<file path="src/rtl/exu_mul_pkg.sv">
// Shared types and constants for the pipelined multiply controller.
// The struct widths follow the default register/commit widths.
package exu_mul_pkg;

  localparam int unsigned REG_DATA_WIDTH  = 32;
  localparam int unsigned REG_ADDR_WIDTH  = 5;
  localparam int unsigned COMMIT_ID_WIDTH = 3;

  // Bit positions inside the one-hot mul_op vector
  localparam int unsigned MUL_OP_MUL    = 0;
  localparam int unsigned MUL_OP_MULH   = 1;
  localparam int unsigned MUL_OP_MULHSU = 2;
  localparam int unsigned MUL_OP_MULHU  = 3;

  typedef struct packed {
    logic [REG_ADDR_WIDTH-1:0]  waddr;
    logic                       we;
    logic [COMMIT_ID_WIDTH-1:0] cid;
  } mul_tag_t;

  typedef struct packed {
    mul_tag_t                  tag;
    logic [REG_DATA_WIDTH-1:0] data;
  } mul_res_t;

endpackage

</file>
<file path="src/rtl/exu_mul_ctrl_pipe_if.sv">
// Start/return channel between the multiply controller and the pipelined multiplier.
interface exu_mul_ctrl_pipe_if #(
  parameter int unsigned XLEN = 32
);

  logic            mul_start_o;
  logic [XLEN-1:0] mul_multiplicand_o;
  logic [XLEN-1:0] mul_multiplier_o;
  logic [3:0]      mul_op_o;
  logic            mul_ready_i;
  logic            mul_valid_i;
  logic [XLEN-1:0] mul_result_i;

  modport master (
    output mul_start_o, mul_multiplicand_o, mul_multiplier_o, mul_op_o,
    input  mul_ready_i, mul_valid_i, mul_result_i
  );

  modport slave (
    input  mul_start_o, mul_multiplicand_o, mul_multiplier_o, mul_op_o,
    output mul_ready_i, mul_valid_i, mul_result_i
  );

endinterface

</file>
<file path="src/rtl/exu_mul_fifo.sv">
// Synchronous FIFO with clear; head holds the last shown entry while empty.
module exu_mul_fifo #(
  parameter int unsigned DW    = 8,
  parameter int unsigned DEPTH = 4
) (
  input  logic                     clk,
  input  logic                     rst_n,
  input  logic                     push,
  input  logic [DW-1:0]            push_data,
  input  logic                     pop,
  input  logic                     clear,
  output logic                     full,
  output logic                     empty,
  output logic [$clog2(DEPTH):0]   count,
  output logic [DW-1:0]            head
);

  localparam int unsigned PW = $clog2(DEPTH);

  logic [DW-1:0] mem [DEPTH];
  logic [PW-1:0] wr_ptr;
  logic [PW-1:0] rd_ptr;
  logic [PW:0]   cnt;
  logic [DW-1:0] last_q;
  logic          do_push;
  logic          do_pop;

  assign full    = (cnt == (PW+1)'(DEPTH));
  assign empty   = (cnt == '0);
  assign count   = cnt;
  assign do_pop  = pop & ~empty;
  assign do_push = push & (~full | do_pop);
  assign head    = empty ? last_q : mem[rd_ptr];

  always_ff @(posedge clk or negedge rst_n) begin
    if (!rst_n) begin
      wr_ptr <= '0;
      rd_ptr <= '0;
      cnt    <= '0;
      last_q <= '0;
    end else if (clear) begin
      wr_ptr <= '0;
      rd_ptr <= '0;
      cnt    <= '0;
      last_q <= head;
    end else begin
      if (do_push) wr_ptr <= wr_ptr + 1'b1;
      if (do_pop) begin
        rd_ptr <= rd_ptr + 1'b1;
        last_q <= mem[rd_ptr];
      end
      if (do_push && !do_pop)      cnt <= cnt + 1'b1;
      else if (do_pop && !do_push) cnt <= cnt - 1'b1;
    end
  end

  always_ff @(posedge clk) begin
    if (do_push && !clear) mem[wr_ptr] <= push_data;
  end

endmodule

</file>
<file path="src/rtl/exu_mul_ctrl_pipe.sv">
// Multiply control unit: issues up to DEPTH multiplies, tracks their writeback
// tags in order, buffers results for the WBU and drops results killed by flush.
module exu_mul_ctrl_pipe
  import exu_mul_pkg::*;
#(
  parameter int unsigned XLEN  = REG_DATA_WIDTH,
  parameter int unsigned AW    = REG_ADDR_WIDTH,
  parameter int unsigned CW    = COMMIT_ID_WIDTH,
  parameter int unsigned DEPTH = 4
) (
  input  logic                clk,
  input  logic                rst_n,
  input  logic                req_mul_i,
  input  logic [3:0]          mul_op_i,
  input  logic [XLEN-1:0]     reg1_rdata_i,
  input  logic [XLEN-1:0]     reg2_rdata_i,
  input  logic [AW-1:0]       reg_waddr_i,
  input  logic                reg_we_i,
  input  logic [CW-1:0]       commit_id_i,
  input  logic                int_assert_i,
  input  logic                flush_i,
  exu_mul_ctrl_pipe_if.master mul_if,
  output logic                mul_stall_o,
  input  logic                wb_ready_i,
  output logic                reg_we_o,
  output logic [AW-1:0]       reg_waddr_o,
  output logic [XLEN-1:0]     reg_wdata_o,
  output logic [CW-1:0]       commit_id_o
);

  localparam int unsigned CNT_W = $clog2(DEPTH) + 1;

  typedef struct packed {
    logic [AW-1:0] waddr;
    logic          we;
    logic [CW-1:0] cid;
  } tag_t;

  typedef struct packed {
    tag_t            tag;
    logic [XLEN-1:0] data;
  } res_t;

  logic [CNT_W-1:0] tag_cnt;
  logic [CNT_W-1:0] res_cnt;
  logic [CNT_W-1:0] drop_cnt;
  logic [CNT_W-1:0] drop_nxt;
  logic [CNT_W-1:0] drop_sum;
  logic [CNT_W:0]   occ;
  logic             tag_full, tag_empty;
  logic             res_full, res_empty;
  logic             issue;
  logic             ret_ok;
  logic             res_pop;
  tag_t             tag_in;
  tag_t             tag_head;
  res_t             res_in;
  res_t             res_head;

  assign occ   = {1'b0, tag_cnt} + {1'b0, res_cnt};
  assign issue = req_mul_i & ~int_assert_i & ~flush_i & mul_if.mul_ready_i
               & (occ < (CNT_W+1)'(DEPTH)) & (drop_cnt == '0);

  assign mul_if.mul_start_o        = issue;
  assign mul_if.mul_multiplicand_o = reg1_rdata_i;
  assign mul_if.mul_multiplier_o   = reg2_rdata_i;
  assign mul_if.mul_op_o           = mul_op_i;
  assign mul_stall_o               = req_mul_i & ~int_assert_i & ~issue;

  // A return is kept only when no flushed results are still owed
  assign ret_ok = mul_if.mul_valid_i & ~flush_i & (drop_cnt == '0) & ~tag_empty;

  assign tag_in = '{waddr: reg_waddr_i, we: reg_we_i, cid: commit_id_i};
  assign res_in = '{tag: tag_head, data: mul_if.mul_result_i};

  // Non-writing entries retire on their own; flush beats a pending writeback
  assign res_pop = ~res_empty & (~res_head.tag.we | wb_ready_i) & ~flush_i;

  exu_mul_fifo #(
    .DW    ($bits(tag_t)),
    .DEPTH (DEPTH)
  ) u_tag_fifo (
    .clk       (clk),
    .rst_n     (rst_n),
    .push      (issue),
    .push_data (tag_in),
    .pop       (ret_ok),
    .clear     (flush_i),
    .full      (tag_full),
    .empty     (tag_empty),
    .count     (tag_cnt),
    .head      (tag_head)
  );

  exu_mul_fifo #(
    .DW    ($bits(res_t)),
    .DEPTH (DEPTH)
  ) u_res_fifo (
    .clk       (clk),
    .rst_n     (rst_n),
    .push      (ret_ok),
    .push_data (res_in),
    .pop       (res_pop),
    .clear     (flush_i),
    .full      (res_full),
    .empty     (res_empty),
    .count     (res_cnt),
    .head      (res_head)
  );

  assign reg_we_o    = ~res_empty & res_head.tag.we;
  assign reg_waddr_o = res_head.tag.waddr;
  assign reg_wdata_o = res_head.data;
  assign commit_id_o = res_head.tag.cid;

  // Issue is blocked while drop_cnt > 0, so drop_cnt + tag_cnt never exceeds DEPTH
  always_comb begin
    drop_sum = drop_cnt + tag_cnt;
    drop_nxt = drop_cnt;
    if (flush_i) begin
      if (mul_if.mul_valid_i && drop_sum != '0) drop_nxt = drop_sum - 1'b1;
      else                                      drop_nxt = drop_sum;
    end else if (mul_if.mul_valid_i && drop_cnt != '0) begin
      drop_nxt = drop_cnt - 1'b1;
    end
  end

  always_ff @(posedge clk or negedge rst_n) begin
    if (!rst_n) drop_cnt <= '0;
    else        drop_cnt <= drop_nxt;
  end

  a_no_orphan_return: assert property (@(posedge clk) disable iff (!rst_n)
    !(mul_if.mul_valid_i && tag_empty && drop_cnt == '0));

  a_no_tag_overflow: assert property (@(posedge clk) disable iff (!rst_n)
    !(issue && tag_full && !ret_ok));

  a_no_res_overflow: assert property (@(posedge clk) disable iff (!rst_n)
    !(ret_ok && res_full && !res_pop));

endmodule

</file>
<file path="src/flat_wrapper.sv">
// flat-port wrapper written by rule: the top's interface ports become plain ports
module exu_mul_ctrl_pipe_flat import exu_mul_pkg::*;
#(
  parameter int unsigned XLEN  = REG_DATA_WIDTH,
  parameter int unsigned AW    = REG_ADDR_WIDTH,
  parameter int unsigned CW    = COMMIT_ID_WIDTH,
  parameter int unsigned DEPTH = 4
)
  (clk, rst_n, req_mul_i, mul_op_i, reg1_rdata_i, reg2_rdata_i, reg_waddr_i, reg_we_i, commit_id_i, int_assert_i, flush_i, mul_stall_o, wb_ready_i, reg_we_o, reg_waddr_o, reg_wdata_o, commit_id_o, mul_if_mul_start_o, mul_if_mul_multiplicand_o, mul_if_mul_multiplier_o, mul_if_mul_op_o, mul_if_mul_ready_i, mul_if_mul_valid_i, mul_if_mul_result_i);
  exu_mul_ctrl_pipe_if #(.XLEN(XLEN)) mul_if_i ();
  input  logic clk;
  input  logic rst_n;
  input  logic req_mul_i;
  input  logic [3:0] mul_op_i;
  input  logic [XLEN-1:0] reg1_rdata_i;
  input  logic [XLEN-1:0] reg2_rdata_i;
  input  logic [AW-1:0] reg_waddr_i;
  input  logic reg_we_i;
  input  logic [CW-1:0] commit_id_i;
  input  logic int_assert_i;
  input  logic flush_i;
  output logic mul_stall_o;
  input  logic wb_ready_i;
  output logic reg_we_o;
  output logic [AW-1:0] reg_waddr_o;
  output logic [XLEN-1:0] reg_wdata_o;
  output logic [CW-1:0] commit_id_o;
  output wire logic [$bits(mul_if_i.mul_start_o)-1:0] mul_if_mul_start_o;
  output wire logic [$bits(mul_if_i.mul_multiplicand_o)-1:0] mul_if_mul_multiplicand_o;
  output wire logic [$bits(mul_if_i.mul_multiplier_o)-1:0] mul_if_mul_multiplier_o;
  output wire logic [$bits(mul_if_i.mul_op_o)-1:0] mul_if_mul_op_o;
  input wire logic [$bits(mul_if_i.mul_ready_i)-1:0] mul_if_mul_ready_i;
  input wire logic [$bits(mul_if_i.mul_valid_i)-1:0] mul_if_mul_valid_i;
  input wire logic [$bits(mul_if_i.mul_result_i)-1:0] mul_if_mul_result_i;
  assign mul_if_mul_start_o = mul_if_i.mul_start_o;
  assign mul_if_mul_multiplicand_o = mul_if_i.mul_multiplicand_o;
  assign mul_if_mul_multiplier_o = mul_if_i.mul_multiplier_o;
  assign mul_if_mul_op_o = mul_if_i.mul_op_o;
  assign mul_if_i.mul_ready_i = mul_if_mul_ready_i;
  assign mul_if_i.mul_valid_i = mul_if_mul_valid_i;
  assign mul_if_i.mul_result_i = mul_if_mul_result_i;
  exu_mul_ctrl_pipe #(.XLEN(XLEN), .AW(AW), .CW(CW), .DEPTH(DEPTH)) u_core (.clk(clk), .rst_n(rst_n), .req_mul_i(req_mul_i), .mul_op_i(mul_op_i), .reg1_rdata_i(reg1_rdata_i), .reg2_rdata_i(reg2_rdata_i), .reg_waddr_i(reg_waddr_i), .reg_we_i(reg_we_i), .commit_id_i(commit_id_i), .int_assert_i(int_assert_i), .flush_i(flush_i), .mul_if(mul_if_i), .mul_stall_o(mul_stall_o), .wb_ready_i(wb_ready_i), .reg_we_o(reg_we_o), .reg_waddr_o(reg_waddr_o), .reg_wdata_o(reg_wdata_o), .commit_id_o(commit_id_o));
endmodule
</file>
<file path="config.mk">
export PLATFORM = sky130hd
export DESIGN_NAME = exu_mul_ctrl_pipe_flat
export DESIGN_NICKNAME = d
export VERILOG_FILES = /design/src/rtl/exu_mul_pkg.sv /design/src/rtl/exu_mul_ctrl_pipe_if.sv /design/src/rtl/exu_mul_fifo.sv /design/src/rtl/exu_mul_ctrl_pipe.sv /design/src/flat_wrapper.sv
export SDC_FILE = /design/constraint.sdc
export NUM_CORES = 1
export LEC_CHECK = 0
export BUFFER_PORTS_ARGS = -buffer_cell sky130_fd_sc_hd__buf_4
export CORE_MARGIN = 2
export CORE_UTILIZATION = 45
export DETAILED_ROUTE_END_ITERATION = 16
export PLACE_DENSITY = 0.67
export SYNTH_ARGS = -nofsm -noshare
export SYNTH_HDL_FRONTEND = slang
export SYNTH_HIERARCHICAL = 1
export SYNTH_SLANG_ARGS = --single-unit
</file>
<file path="constraint.sdc">
create_clock -name clk -period 10.9 [get_ports clk]
set_clock_uncertainty 0.15 [all_clocks]
set_input_delay 1.635 -clock clk [delete_from_list [all_inputs] [get_ports clk]]
set_output_delay 1.635 -clock clk [all_outputs]
set_load 0.02 [all_outputs]
</file>
==> impl_metrics.tcl, run 1 <==
set metrics [dict create \
    fin_nets 811 \
    use_met3_pct 3.43 \
    tritoncts.num_buffers 28 \
    postLayoutSetupSlackWorst_ns 6.34 \
    worst-slew-pin-transition_ns 1.06 \
    proportion_of_layout_cells_with_a_drive_suffix_above_1_pct 44.3 \
    postLayoutCellArea_um2 12900 \
    run_status "complete, no violations" \
    maxClockFrequency_mhz 219 \
    die_area_um2 27000 \
    report.final.slew_viol_count 0 \
    crit_arrival_ns 2.78 \
    remaining_drc_errors 0 \
    cap_violations 0 \
    clk_transition_reported_paths_ns 0.06 \
    p_total_mw 2.52 \
    post_layout_nonfiller_instances 1026 \
    pwr-share-clk_pct 34.0 \
    fp.dieW_um 164 \
    detail_route.iter0.violations 247 \
    grt.met2_usage_pct 26.6 \
    number_of_sinks_on_the_clock_net 267 \
    power.static_leakage_nw 4.85 \
    detail_route.wirelength_um 20700 \
    power.switching_mw 0.618 \
    synthesis.nets 771 \
    post_synth.cell_area_avg_um2 18.2 \
    power_report.internal_total_mw 1.90 \
    die_height_um 164 \
    coreArea_um2 25200 \
    timing.final.crit_share_pct 41.8 \
    yosys_warnings 6 \
    postPlaceCellArea_um2 12100 \
    routed_via_count 5544 \
    report.final.setup_viol 0 \
    worst_setup_path_end_kind "primary output" \
    power.switching_fraction_pct 24.5 \
    gp_congestion 0.728 \
    critPathRequiredTime_ns 9.12 \
    worstPathMaxFanout 43 \
    grt_pass1_vias 5990 \
    crit_path_kind "reg2out" \
    grt_setup_unrepaired "false" \
    postCtsResizedCells 0 \
    clock_tree.root_cell "sky130_fd_sc_hd__clkbuf_16" \
    drt_first_pass_iters 4 \
    synthesis.area_um2 11600 \
    p_seq_share_pct 48.9 \
    power-per-cell-area_nw_per_um2 194 \
    netlist_instances 634 \
    combPwrFrac_pct 17.1 \
    placed_cells_incl_taps 974 \
    clk-insertion-delay-late_ns 0.53 \
    most_used_routing_layer "met2" \
    initial_standard_cell_utilization_of_the_core_pct 45.9 \
    min_period_ns 4.56 \
    boundaryPins 228 \
    globalRoute.totalOverflow 0 \
    post_cts_buffers 0 \
    worst_hold_path_type "reg2reg" \
    startpoint_type "register" \
    met1_usage_pct 19.6 \
    buffer_ports.inserted 91 \
    layout_area_overhead_pct 12.0 \
    std_cell_rows 58 \
    post-dp-hpwl_um 12700 \
    slew-limit-headroom_pct 29.4 \
    antenna_cells 0 \
    viasPerCell 5.40 \
    pre_cts_ws_ns 6.34 \
    ctsHoldBuffers 0 \
    tritoncts "done" \
    antenna_violating_nets_post_route 0 \
    route.detailed.wl_per_inst_um 20.1 \
    hold_violations 0 \
    cts-root-to-sink-buffers 3 \
    cts.htree.levels 1 \
    grt_first_pass_wirelength_um 32200 \
    grt_max_degree 68 \
    grt_usage_pct 15.4 \
    fin_setup_tns_ns 0 \
    vdd.ir_drop.worst_uv 136 \
    antenna_found_initial 0 \
]
-- critical path, cell delays in order, from the launching register on --
cell                      delay (ns)
sky130_fd_sc_hd__dfrtp_4        0.99
sky130_fd_sc_hd__mux4_2         0.61
sky130_fd_sc_hd__mux2_2         0.29
sky130_fd_sc_hd__nor2b_1        0.15
sky130_fd_sc_hd__buf_4          0.20
-- through the flow --
stage          hold slack, ns  util (%)
6_report                0.341      51.4
5_1_grt                 0.356      51.4
4_1_cts                 0.342      51.4
3_5_place_dp            0.329      48.1
3_3_place_gp            0.318      48.1
2_1_floorplan           0.309         -
-- path summary, 6_finish.rpt --
kind / from / end / slack, ns / cells past startpoint
min in group asynchronous: rst_n / u_core/u_res_fifo/last_q[4]$_DFFE_PN0P_ / 1.09 / 1
worst min-delay path: u_core/u_res_fifo/last_q[28]$_DFFE_PN0P_ / u_core/u_res_fifo/last_q[28]$_DFFE_PN0P_ / 0.34 / 1
max in group asynchronous: rst_n / u_core/u_res_fifo/rd_ptr[0]$_DFFE_PN0P_ / 8.81 / 1
worst max register to register: u_core/u_res_fifo/rd_ptr[0]$_DFFE_PN0P_ / u_core/u_res_fifo/count[2]$_DFFE_PN0P_ / 6.36 / 9
worst min register to register: u_core/u_res_fifo/last_q[28]$_DFFE_PN0P_ / u_core/u_res_fifo/last_q[28]$_DFFE_PN0P_ / 0.34 / 1
worst max-delay path: u_core/u_res_fifo/rd_ptr[0]$_DFFE_PN0P_ / reg_we_o / 6.34 / 4
-- flip-flops by register name, indices dropped and copies added, names as in the netlist --
register / count
u_core/drop_cnt: 3
u_core/u_res_fifo/count: 3
u_core/u_res_fifo/last_q: 41
u_core/u_res_fifo/mem: 164
u_core/u_res_fifo/rd_ptr: 2
u_core/u_res_fifo/wr_ptr: 2
u_core/u_tag_fifo/count: 3
u_core/u_tag_fifo/last_q: 9
u_core/u_tag_fifo/mem: 36
u_core/u_tag_fifo/rd_ptr: 2
u_core/u_tag_fifo/wr_ptr: 2
-- layout make-up --
cell class / instances / area [um^2]
clock buffer: 38 / 748
clock inverter: 14 / 87.6
fill: 2005 / 12200
inverter: 17 / 63.8
multi-input combinational: 257 / 3180
sequential: 267 / 7690
tap: 330 / 413
timing repair buffer: 103 / 773
-- cell usage in the layout (no fill, tap or decap), types with 3 or more instances in the layout --
cell	count
sky130_fd_sc_hd__o21ai_0	3
sky130_fd_sc_hd__a21oi_1	6
sky130_fd_sc_hd__clkbuf_1	9
sky130_fd_sc_hd__mux2_1	4
sky130_fd_sc_hd__edfxtp_1	200
sky130_fd_sc_hd__mux4_2	50
sky130_fd_sc_hd__clkinv_1	4
sky130_fd_sc_hd__fa_1	3
sky130_fd_sc_hd__dfrtp_1	65
sky130_fd_sc_hd__mux2_2	96
sky130_fd_sc_hd__inv_1	15
sky130_fd_sc_hd__nand2_1	3
sky130_fd_sc_hd__nand2b_1	5
sky130_fd_sc_hd__mux2i_1	3
sky130_fd_sc_hd__clkbuf_16	28
sky130_fd_sc_hd__xor2_1	6
sky130_fd_sc_hd__nor2_1	16
sky130_fd_sc_hd__buf_4	103
sky130_fd_sc_hd__xnor2_1	6
sky130_fd_sc_hd__nor3b_2	4
sky130_fd_sc_hd__nor3b_1	4
sky130_fd_sc_hd__ha_1	17
sky130_fd_sc_hd__clkinv_2	6
-- metal layers --
metal | vias up | share of wire [%]
li1 | 2444 | -
met1 | 2881 | 42
met2 | 160 | 50
met3 | 59 | 5.5
met4 | 0 | 2.5
met5 | - | 0
-- power groups by stage --
| stage | sequential (mW) | combinational [mW] | clock [mW] |
|---|---|---|---|
| after floorplan | 1.24 | 0.319 | 0 |
| after global placement | 1.24 | 0.417 | 0 |
| final | 1.23 | 0.430 | 0.854 |
| after global routing | 1.24 | 0.469 | 0.921 |
| after CTS | 1.23 | 0.437 | 0.882 |
| after detailed placement | 1.25 | 0.433 | 0 |
(Power assumes the default switching activity.)
==> inputs of run 2 (changes only) <==
Settings changed: ABC_AREA set to 1, PLACE_DENSITY 0.67 to 0.66.
Clock period 10.9 ns to 4.3 ns, I/O delays scaled along.
==> impl_metrics.tcl, run 2 <==
set metrics [dict create \
    run_status "complete, no violations" \
    endpoint "reg_waddr_o[3]" \
    proportion_of_layout_cells_with_a_drive_suffix_above_1_pct 12.3 \
    postLayoutCellArea_um2 14300 \
    globalRoute.totalOverflow 0 \
    layout.filler_cells 2537 \
    std_cell_rows 62 \
    cp_slowest_cell "sky130_fd_sc_hd__buf_4" \
    grt.met2_usage_pct 30.3 \
    route.detailed.wl_per_inst_um 15.5 \
    most_used_routing_layer "met2" \
    gp_congestion 0.788 \
    crit_path_kind "reg2out" \
    report.final.setup_viol 0 \
    whs_ns 0.0503 \
    grt_max_degree 83 \
    worst_hold_path_type "in2async" \
    viasPerCell 5.02 \
    routed_via_count 9003 \
    cp_top_family "buffers and inverters" \
    tritoncts "done" \
    synthesis.nets 1519 \
    layout_area_overhead_pct 10.4 \
    grt_usage_pct 18.3 \
    multiInputGateArea_um2 4040 \
    worst_r2r_startpoint "u_core/u_tag_fifo/count[2]$_DFFE_PN0P_" \
    critical_path.startpoint "u_core/u_res_fifo/rd_ptr[0]$_DFFE_PN0P_" \
    largest_register_ff_count 164 \
    clock_tree.root_cell "sky130_fd_sc_hd__clkbuf_16" \
    die_height_um 174 \
    report.final.slew_viol_count 0 \
    startpoint_type "register" \
    synthesis.area_um2 13000 \
    critical-path-max-stage-delay_ns 0.67 \
    postPlaceCellArea_um2 13400 \
    worstPathBufferInverterCount 2 \
    worstPathMaxFanout 78 \
    remaining_drc_errors 0 \
    largest_registers "u_core/u_res_fifo/mem: 164 flops, u_core/u_res_fifo/last_q: 41 flops, u_core/u_tag_fifo/mem: 36 flops" \
    buffer_ports.inserted 91 \
    post_layout_nonfiller_instances 1793 \
    worst-r2r-cell-count 11 \
    boundaryPins 228 \
    cap_violations 0 \
    antenna_cells 0 \
    pre_cts_ws_ns 0.879 \
    postCtsResizedCells 0 \
    slew-limit-headroom_pct 25.1 \
    antenna_found_initial 0 \
    clk_transition_reported_paths_ns 0.06 \
    timing.final.crit_share_pct 77.7 \
    coreArea_um2 28500 \
    r2r-end "u_core/u_tag_fifo/mem[3][4]$_DFFE_PP_" \
    fin_nets 1524 \
    detail_route.wirelength_um 27700 \
    detail_route.iter0.violations 564 \
    clk-insertion-delay-late_ns 0.54 \
    layout_common_cells "429 x sky130_fd_sc_hd__nand2_1, 200 x sky130_fd_sc_hd__edfxtp_1, 170 x sky130_fd_sc_hd__nor2_1" \
    netlist_instances 1382 \
    grt_pass1_vias 8515 \
    cts.htree.levels 1 \
    placed_cells_incl_taps 1741 \
    fin_setup_tns_ns 0 \
    postLayoutSetupSlackWorst_ns 0.957 \
    tritoncts.num_buffers 28 \
    worst-slew-pin-transition_ns 1.12 \
    met1_usage_pct 24.9 \
    critPathRequiredTime_ns 3.50 \
    crit_arrival_ns 2.55 \
    critical_path_cell_sequence "buf_4 -> nand2_1 -> nand3_1 -> nand2_1 -> a21boi_1 -> buf_4" \
    post_synth.cell_area_avg_um2 9.40 \
    drt_first_pass_iters 5 \
    post-dp-hpwl_um 17200 \
    min_period_ns 3.34 \
    use_met3_pct 2.87 \
    ff_latch_area_um2 7680 \
    power-per-cell-area_nw_per_um2 455 \
    number_of_sinks_on_the_clock_net 267 \
    power.static_leakage_nw 6.20 \
    fp.dieW_um 174 \
    grt_setup_unrepaired "false" \
    die_area_um2 30200 \
    hold_violations 0 \
    ctsHoldBuffers 0 \
    vdd.ir_drop.worst_uv 380 \
    yosys_warnings 6 \
    grt_first_pass_wirelength_um 44500 \
    mostFrequentLayoutCell "sky130_fd_sc_hd__nand2_1" \
    antenna_violating_nets_post_route 0 \
    worst_setup_path_end_kind "primary output" \
    maxClockFrequency_mhz 299 \
    reg2reg_setup_slack_ns 1.09 \
    initial_standard_cell_utilization_of_the_core_pct 45.5 \
    cts-root-to-sink-buffers 3 \
    post_cts_buffers 0 \
    largest_register "u_core/u_res_fifo/mem" \
    logic_depth_of_the_worst_path_buffers_included 6 \
]
run 2: cell types whose count changed in the layout (fill, tap and decap cells not counted), sizes merged, moves of 5 or more:
cell,previous run,this run
nand2,3,437
nand3,2,162
nor2,16,176
mux2,102,0
inv,19,107
mux4,50,0
a21boi,1,50
o21ai,6,16
nor3b,8,0
nand2b,6,0
xnor2,6,1
run 2: cell type report:
class                   count  share of cell area [%]
clock inverters            13                   0.916
multi-input cells         878                    28.2
flip-flops and latches    267                    53.6
repair buffers            106                    5.81
well taps                 384                    3.35
clock buffers              39                    5.38
inverters                 106                    2.79
run 2: power by group:
part	internal, mW	leakage (nW)	switching [mW]
combinational	0.453	3.08	0.710
sequential	2.97	2.67	0.0523
clock	1.38	0.438	0.970
total	4.80	6.20	1.73
run 2: stage by stage:
step | utilization, % | power (mW)
2_1_floorplan | - | 3.94
3_3_place_gp | 47.1 | 4.21
3_5_place_dp | 47.1 | 4.24
4_1_cts | 50.2 | 6.60
5_1_grt | 50.2 | 6.85
6_report | 50.2 | 6.53
run 2: worst min-delay path by stage:
stage                                              start                                       to  slack, ns  depth (start not counted)
after floorplan                                    rst_n           u_core/drop_cnt[0]$_DFFE_PN0P_       0.20                          0
after global placement    u_core/drop_cnt[2]$_DFFE_PN0P_           u_core/drop_cnt[2]$_DFFE_PN0P_       0.37                          2
after detailed placement  u_core/drop_cnt[2]$_DFFE_PN0P_           u_core/drop_cnt[2]$_DFFE_PN0P_       0.37                          2
after CTS                        mul_if_mul_result_i[20]   u_core/u_res_fifo/mem[3][20]$_DFFE_PP_       0.12                          1
after global routing             mul_if_mul_result_i[20]   u_core/u_res_fifo/mem[2][20]$_DFFE_PP_       0.13                          1
final                                              rst_n  u_core/u_tag_fifo/last_q[2]$_DFFE_PN0P_       0.05                          1
run 2: per-layer routing:
metal / routed length [um] / part of all wire (%)
met1: 12500 / 45
met2: 13000 / 47
met3: 1530 / 5.5
met4: 680 / 2.5
met5: 0 / 0
run 2: worst register-to-register path, delay by kind of cell, from the launching register on:
| family | cells | cell delay (ns) |
|---|---|---|
| DFF | 1 | 0.51 |
| buffers and inverters | 5 | 0.60 |
| and+or+nand+nor | 6 | 1.60 |
